## config.mk

```make
export PLATFORM = sky130hd
export DESIGN_NAME = traffic_light_fsm
export DESIGN_NICKNAME = d
export VERILOG_FILES = /design/src/rtl/traffic_light_fsm.sv
export SDC_FILE = /design/constraint.sdc
export NUM_CORES = 1
export LEC_CHECK = 0
export BUFFER_PORTS_ARGS = -buffer_cell sky130_fd_sc_hd__buf_4
export CAP_MARGIN = 20
export CORE_MARGIN = 2
export CORE_UTILIZATION = 30
export CTS_BUF_LIST = sky130_fd_sc_hd__clkbuf_4
export CTS_CLUSTER_SIZE = 12
export DETAILED_ROUTE_END_ITERATION = 8
export MAX_ROUTING_LAYER = met4
export PLACE_DENSITY = 0.55
export SETUP_SLACK_MARGIN = 0.2
export SYNTH_ARGS = -nofsm -noshare
export SYNTH_HDL_FRONTEND = slang
export SYNTH_SLANG_ARGS = --single-unit
```

## constraint.sdc

```tcl
create_clock -name clk -period 2.54 [get_ports clk]
set_clock_uncertainty 0.2 [all_clocks]
set_input_delay 0.254 -clock clk [delete_from_list [all_inputs] [get_ports clk]]
set_output_delay 0.254 -clock clk [all_outputs]
set_load 0.1 [all_outputs]
```

## src/rtl/traffic_light_fsm.sv

```systemverilog
// Two-road traffic light controller. Road A is the main road and road B the side road.
// All timing is counted in upstream ticks, and the sensor inputs are synchronized before the FSM uses them.
module traffic_light_fsm #(
  parameter int TW           = 8,
  parameter int GREEN_MIN    = 5,
  parameter int GREEN_MAX    = 10,
  parameter int YELLOW_TICKS = 2,
  parameter int ALLRED_TICKS = 1
) (
  input  logic       clk,
  input  logic       reset,
  input  logic       tick,
  input  logic       ta,
  input  logic       tb,
  output logic [2:0] la,
  output logic [2:0] lb,
  output logic [2:0] state_o
);

  if (GREEN_MIN < 1 || GREEN_MAX < GREEN_MIN || YELLOW_TICKS < 1 || ALLRED_TICKS < 1 ||
      GREEN_MAX > (2**TW) - 1 || GREEN_MIN > (2**TW) - 1 ||
      YELLOW_TICKS > (2**TW) - 1 || ALLRED_TICKS > (2**TW) - 1) begin : g_param_err
    $error("traffic_light_fsm: illegal duration parameters");
  end

  typedef enum logic [2:0] {
    A_GRN  = 3'd0,
    A_YEL  = 3'd1,
    AB_RED = 3'd2,
    B_GRN  = 3'd3,
    B_YEL  = 3'd4,
    BA_RED = 3'd5
  } state_t;

  localparam logic [TW-1:0] C_GMIN = TW'(GREEN_MIN - 1);
  localparam logic [TW-1:0] C_GMAX = TW'(GREEN_MAX - 1);
  localparam logic [TW-1:0] C_YEL  = TW'(YELLOW_TICKS - 1);
  localparam logic [TW-1:0] C_ARED = TW'(ALLRED_TICKS - 1);

  function automatic logic [2:0] f_la(input state_t s);
    case (s)
      A_GRN:   f_la = 3'b001;
      A_YEL:   f_la = 3'b010;
      default: f_la = 3'b100;
    endcase
  endfunction

  function automatic logic [2:0] f_lb(input state_t s);
    case (s)
      B_GRN:   f_lb = 3'b001;
      B_YEL:   f_lb = 3'b010;
      default: f_lb = 3'b100;
    endcase
  endfunction

  logic          r_ta_m, r_ta_s, r_tb_m, r_tb_s;
  state_t        r_state;
  logic [TW-1:0] r_timer;
  logic [2:0]    r_la, r_lb;

  state_t        w_next;
  logic          w_adv;
  logic          w_bad;
  logic [TW-1:0] w_timer_inc;

  always_ff @(posedge clk or negedge reset) begin
    if (!reset) begin
      r_ta_m <= 1'b0;
      r_ta_s <= 1'b0;
      r_tb_m <= 1'b0;
      r_tb_s <= 1'b0;
    end else begin
      r_ta_m <= ta;
      r_ta_s <= r_ta_m;
      r_tb_m <= tb;
      r_tb_s <= r_tb_m;
    end
  end

  assign w_timer_inc = (r_timer == {TW{1'b1}}) ? r_timer : r_timer + TW'(1);

  always_comb begin
    w_next = r_state;
    w_adv  = 1'b0;
    w_bad  = 1'b0;
    case (r_state)
      A_GRN: begin
        w_next = A_YEL;
        w_adv  = (r_timer >= C_GMIN) && r_tb_s && (!r_ta_s || (r_timer >= C_GMAX));
      end
      A_YEL: begin
        w_next = AB_RED;
        w_adv  = (r_timer == C_YEL);
      end
      AB_RED: begin
        w_next = B_GRN;
        w_adv  = (r_timer == C_ARED);
      end
      B_GRN: begin
        w_next = B_YEL;
        w_adv  = (r_timer >= C_GMIN) && r_ta_s && (!r_tb_s || (r_timer >= C_GMAX));
      end
      B_YEL: begin
        w_next = BA_RED;
        w_adv  = (r_timer == C_YEL);
      end
      BA_RED: begin
        w_next = A_GRN;
        w_adv  = (r_timer == C_ARED);
      end
      default: begin
        // Corrupted encodings recover to all-red without waiting for a tick.
        w_next = AB_RED;
        w_adv  = 1'b1;
        w_bad  = 1'b1;
      end
    endcase
  end

  always_ff @(posedge clk or negedge reset) begin
    if (!reset) begin
      r_state <= A_GRN;
      r_timer <= '0;
      r_la    <= 3'b001;
      r_lb    <= 3'b100;
    end else if (tick || w_bad) begin
      if (w_adv) begin
        r_state <= w_next;
        r_timer <= '0;
        r_la    <= f_la(w_next);
        r_lb    <= f_lb(w_next);
      end else begin
        r_timer <= w_timer_inc;
      end
    end
  end

  assign la      = r_la;
  assign lb      = r_lb;
  assign state_o = r_state;

endmodule

```

; Yosys cells after proc, flatten, opt, wreduce, memory -nomap -nowiden
; Cells that the tools add are included.
[classes]
mul = 0
n_addsub = 1
n_reduce_logical = 17
mux = 7
shift = 0
n_bitwise = 0
n_lt_le_gt_ge = 2
eq_ne = 11
n_div = 0
[ops]
columns = operator, n
row1 = $mux 8, 2
row2 = $pmux 3 s5, 1
row3 = $pmux 3 s2, 2
row4 = $eq 3x2->1 const B, 3
row5 = $eq 3x3->1 const B, 3
row6 = $add 8x1->8 const B, 1
row7 = $eq 8x1->1 const B, 1
row8 = $eq 8x8->1 const B, 1
row9 = $ge 8x3->1 const B, 1
row10 = $ge 8x4->1 const B, 1
row11 = $logic_not 8->1, 1
row12 = $eq 3x1->1 const B, 2
row13 = $logic_not 3->1, 2
row14 = $reduce_or 6->1, 1
row15 = $logic_and 1x1->1, 4
row16 = $pmux 1 s4, 1
row17 = $reduce_and 2->1, 2
row18 = $reduce_or 2->1, 2
row19 = $logic_or 1x1->1, 3
row20 = $logic_not 1->1, 2
row21 = $ne 2x2->1 const B, 1
row22 = $mux 1, 1
[totals]
romBits = 0
mem_bits_rw = 0
reg_bits = 21
latchBits = 0
elab_cells = 46
n_memories = 0
in_bits = 5

; Logic depth before layout (Yosys ltp)
[logic_depth]
depth_word = 6
mapped_depth = 8

; Worst setup path after synthesis
; Ideal clock, no wire load.
[synth_timing]
kind = register -> register
from = register r_state[1] (netlist: state_o[1])
to = register r_state[2] (netlist: state_o[2])
path_stages_with_launch = 7
path_slack_ns = -0.128
synth_period_minus_slack_ns = 2.668
arrival_time_ns = 2.341
setup_time_ns = 0.127
n_path_buf = 1
path_cell_list = dfrtp_1 -> buf_4 -> nor4b_1 -> o32ai_4 -> o2bb2ai_2 -> nand3_1 -> mux2_1
[synth_via]
elab_chain_len = 5
elab_cells_between_ends = 14
[synth_rtl]
columns = element, line
row1 = "start, declared", 57  ; state_t r_state;
row2 = "start signal, assigned", 128  ; r_state <= w_next;
row3 = $eq 3x3->1 (tied with other cells), 86  ; case (r_state)
row4 = $reduce_or 6->1 (no source line), n/a
row5 = $mux 1, 86
row6 = $logic_or 1x1->1, 126  ; end else if (tick || w_bad) begin
row7 = $reduce_and 2->1 (no source line), n/a
; Several ways; a longest one is shown, not always the timed one.
; A chain may end at the register's enable or synchronous reset.

; Final worst setup path
[layout_timing]
from = register r_timer[0]
to = register r_state[2] (netlist: state_o[2])
[layout_via]
elab_chain_len = 5
elab_cells_between_ends = 12
[layout_rtl]
columns = element, line
row1 = "start, declared", 58  ; logic [TW-1:0] r_timer;
row2 = "start signal, assigned", 133  ; r_timer <= w_timer_inc;
row3 = $ge 8x3->1 / $ge 8x4->1 (equally long branches), "89, 101"
row4 = $logic_and 1x1->1 (tied with other cells), 101  ; w_adv = (r_timer >= C_GMIN) && r_ta_s && (!r_tb_s || (r_timer >= C_GMAX));
row5 = $logic_and 1x1->1 (on tied branches), "101, 89"
row6 = $pmux 1 s4 (*), 86
row7 = $reduce_and 2->1 (no source line) (*), n/a
; Every way passes the cells marked *; elsewhere a longest branch is shown, timed or not.

==> results.tsv <==
metric	value	unit
die span in y	67.2	um
Clock Latency Late Sink	0.31	ns
First DRT Iteration DRCs	37	
global-route wire length before repair	4.79	mm
GP Congestion	0.777	
All-Layer GR Usage	0.145	
total wire length	2.76	mm
Avg Inst Size Synth	10.2	um^2
drt wl/cell	14.9	um
Reg area	532	um^2
Final Hold Vio Count	0	
CTS tree	done	
hold crit path type	input port to flop	
post-synth cell types	42	
post-synthesis sequential area ratio	0.440	
vias in the first global route	988	
top-area cell type share of the netlist area	0.396	
required time of the critical path	2.54	ns
CP Class	flop to flop	
CORE AREA	3740	um^2
# DRC	0	
antenna viol nets, final	0	
PD cells	1370	nW/um^2
DIE AREA	4520	um^2
setup TNS	0	ns
Synth Flop Type	dfrtp_1	
H-tree levels	1	
Fill cells	410	
# diodes	0	
Final Instance Area	1470	um^2
Vias/cell	5.25	
Slew HR	0.655	
I/O Buffers	13	
Final setup viols	0	
Cells after Synth	118	
Max-Cap Viols	0	
Final nets	147	
total gr overflow	0	
largest area contributor in the netlist	dfrtp_1	
Detailed Routing Iterations Pass 1	4	
CTS buffer count	3	
leak pwr	0.609	nW
DPL Wire Length	1.96	mm
EDFF count, synth	0	
synthesis-to-layout area growth	22.5	%
CTS clk-pin slew, worst paths	0.12	ns
Worst-Margin Slew	0.505	ns
footprint of the multi-input gates	648	um^2
starting density of the core	0.321	
via count	972	
Synth Cell Area	1200	um^2
Peak Freq	431	MHz
number of synthesized register bits	21	
CP arrival	2.32	ns
CP Capture Type	flop	
Mapped Nets	127	
Synth Warn #	0	
Final Max Tran Viols	0	
largest net degree at the start of global routing	22	
VDD IR max	0.000615	V
layout cell share with drive strength beyond 1	0.307	
Row Count	22	
Synth area leaders	dfrtp_1 40%, dfstp_2 4.4%, ha_1 4.2%	
DP Area	1360	um^2
chip width	67.2	um
Final Cycle Share	0.913	
IO Pins	14	
leading cell types in the layout, fill and taps excluded	19 x buf_4, 16 x dfrtp_1, 9 x nand2_1	
most common library cell in the layout ignoring fill and taps	buf_4	
Root Buffer	clkbuf_4	
CTS Buffer Depth	2	
Worst setup SP type	flop	
outcome	complete, no violations	
CTS Sinks	21	
post-route setup slack	0.220	ns
Async SR Flop Fraction	1.00	
worst slack, placed	0.204	ns
Crit Path Max Fanout	6	
initial antenna violation count	0	
minimum clock period	2.32	ns
RSZ-0062 raised after global routing	true	
## where the power goes
| part | internal (mW) | total [mW] | leakage, nW | switching [mW] |
|---|---|---|---|---|
| logic | 0.431 | 1.28 | 0.330 | 0.846 |
| clock network | 0.0588 | 0.163 | 0.0177 | 0.105 |
| registers | 0.445 | 0.579 | 0.261 | 0.135 |
| total | 0.934 | 2.02 | 0.609 | 1.09 |
## cell families (layout without fill, tap and decap cells)
logic type               Yosys count  after routing  synth area share
multiplexers                       1              1           0.00938
AND/OR/NAND/NOR                   46             46             0.226
buffers and inverters             13             32            0.0521
adder cells (fa/ha/maj)            4              4            0.0417
flip-flops                        21             21             0.440
XOR/XNOR                           6              6            0.0438
AO/OA/AOI/OAI                     27             27             0.187
## state kept, by name, indices dropped and copies added (netlist names)
register and cells:
r_timer 8, la 3, lb 3, state_o 3
r_ta_m 1, r_ta_s 1, r_tb_m 1, r_tb_s 1
## synth_stat cells, types with 2 or more instances
cell,count
a21oi_1,4
and4_1,2
and4b_1,2
buf_2,2
clkbuf_1,4
dfrtp_1,19
dfstp_2,2
ha_1,4
inv_1,5
nand2_1,9
nand3_1,4
nand4_1,3
nor2_1,7
nor3_1,7
nor4_1,2
nor4b_1,2
o21ai_0,6
o21ai_1,3
o221ai_1,4
xnor2_1,3
xor2_1,3
## critical path: stages (launching register included)
cell	delay (ns)
dfrtp_1	0.45
ha_2	0.22
or3b_4	0.40
a211oi_4	0.30
o2bb2ai_2	0.16
nand3_1	0.14
mux2_1	0.34
## area by class of cell
cell class | instances | share of cell area
multi-input cells | 84 | 0.441
flip-flops and latches | 21 | 0.362
repair buffers | 23 | 0.125
well taps | 48 | 0.0409
clock buffers | 3 | 0.0153
inverters | 5 | 0.0128
clock inverters | 1 | 0.00340
## worst paths after layout
kind                                  from          to  slack [ns]  cells after the start
worst min-delay path                  tick  state_o[1]        0.08                      3
max in group asynchronous            reset       lb[2]        1.72                      2
min in group asynchronous            reset  state_o[1]        0.15                      2
worst max register to register  r_timer[0]  state_o[2]        0.22                      6
worst max-delay path            r_timer[0]  state_o[2]        0.22                      6
worst min register to register      r_ta_m      r_ta_s        0.16                      0
## stage by stage
stage / util / total power, mW / hold slack [ns] / cells
after floorplan: - / 1.50 / -0.242 / 118
after global placement: 0.364 / 1.73 / -0.0462 / 176
after detailed placement: 0.364 / 1.74 / -0.0416 / 176
after CTS: 0.379 / 1.91 / 0.0669 / 183
after global routing: 0.393 / 2.15 / 0.0911 / 185
final: 0.393 / 2.02 / 0.0769 / 185
## per-layer routing
| metal | vias up | wire length (um) | track usage |
|---|---|---|---|
| li1 | 480 | - | - |
| met1 | 459 | 1280 | 0.187 |
| met2 | 27 | 1320 | 0.231 |
| met3 | 6 | 109 | 0.0350 |
| met4 | 0 | 45 | 0.0332 |
| met5 | - | 0 | - |
## timing repair
action | 4_1_cts | 5_1_grt
gates resized for setup | 0 | 10
pin swaps | 1 | 8
endpoints found under the setup margin | 7 | 13
gates cloned | 0 | 1
hold buffers | 3 | 0
buffers inserted | 0 | 1
hold endpoints to repair | 23 | 0
(Power assumes the default switching activity.)
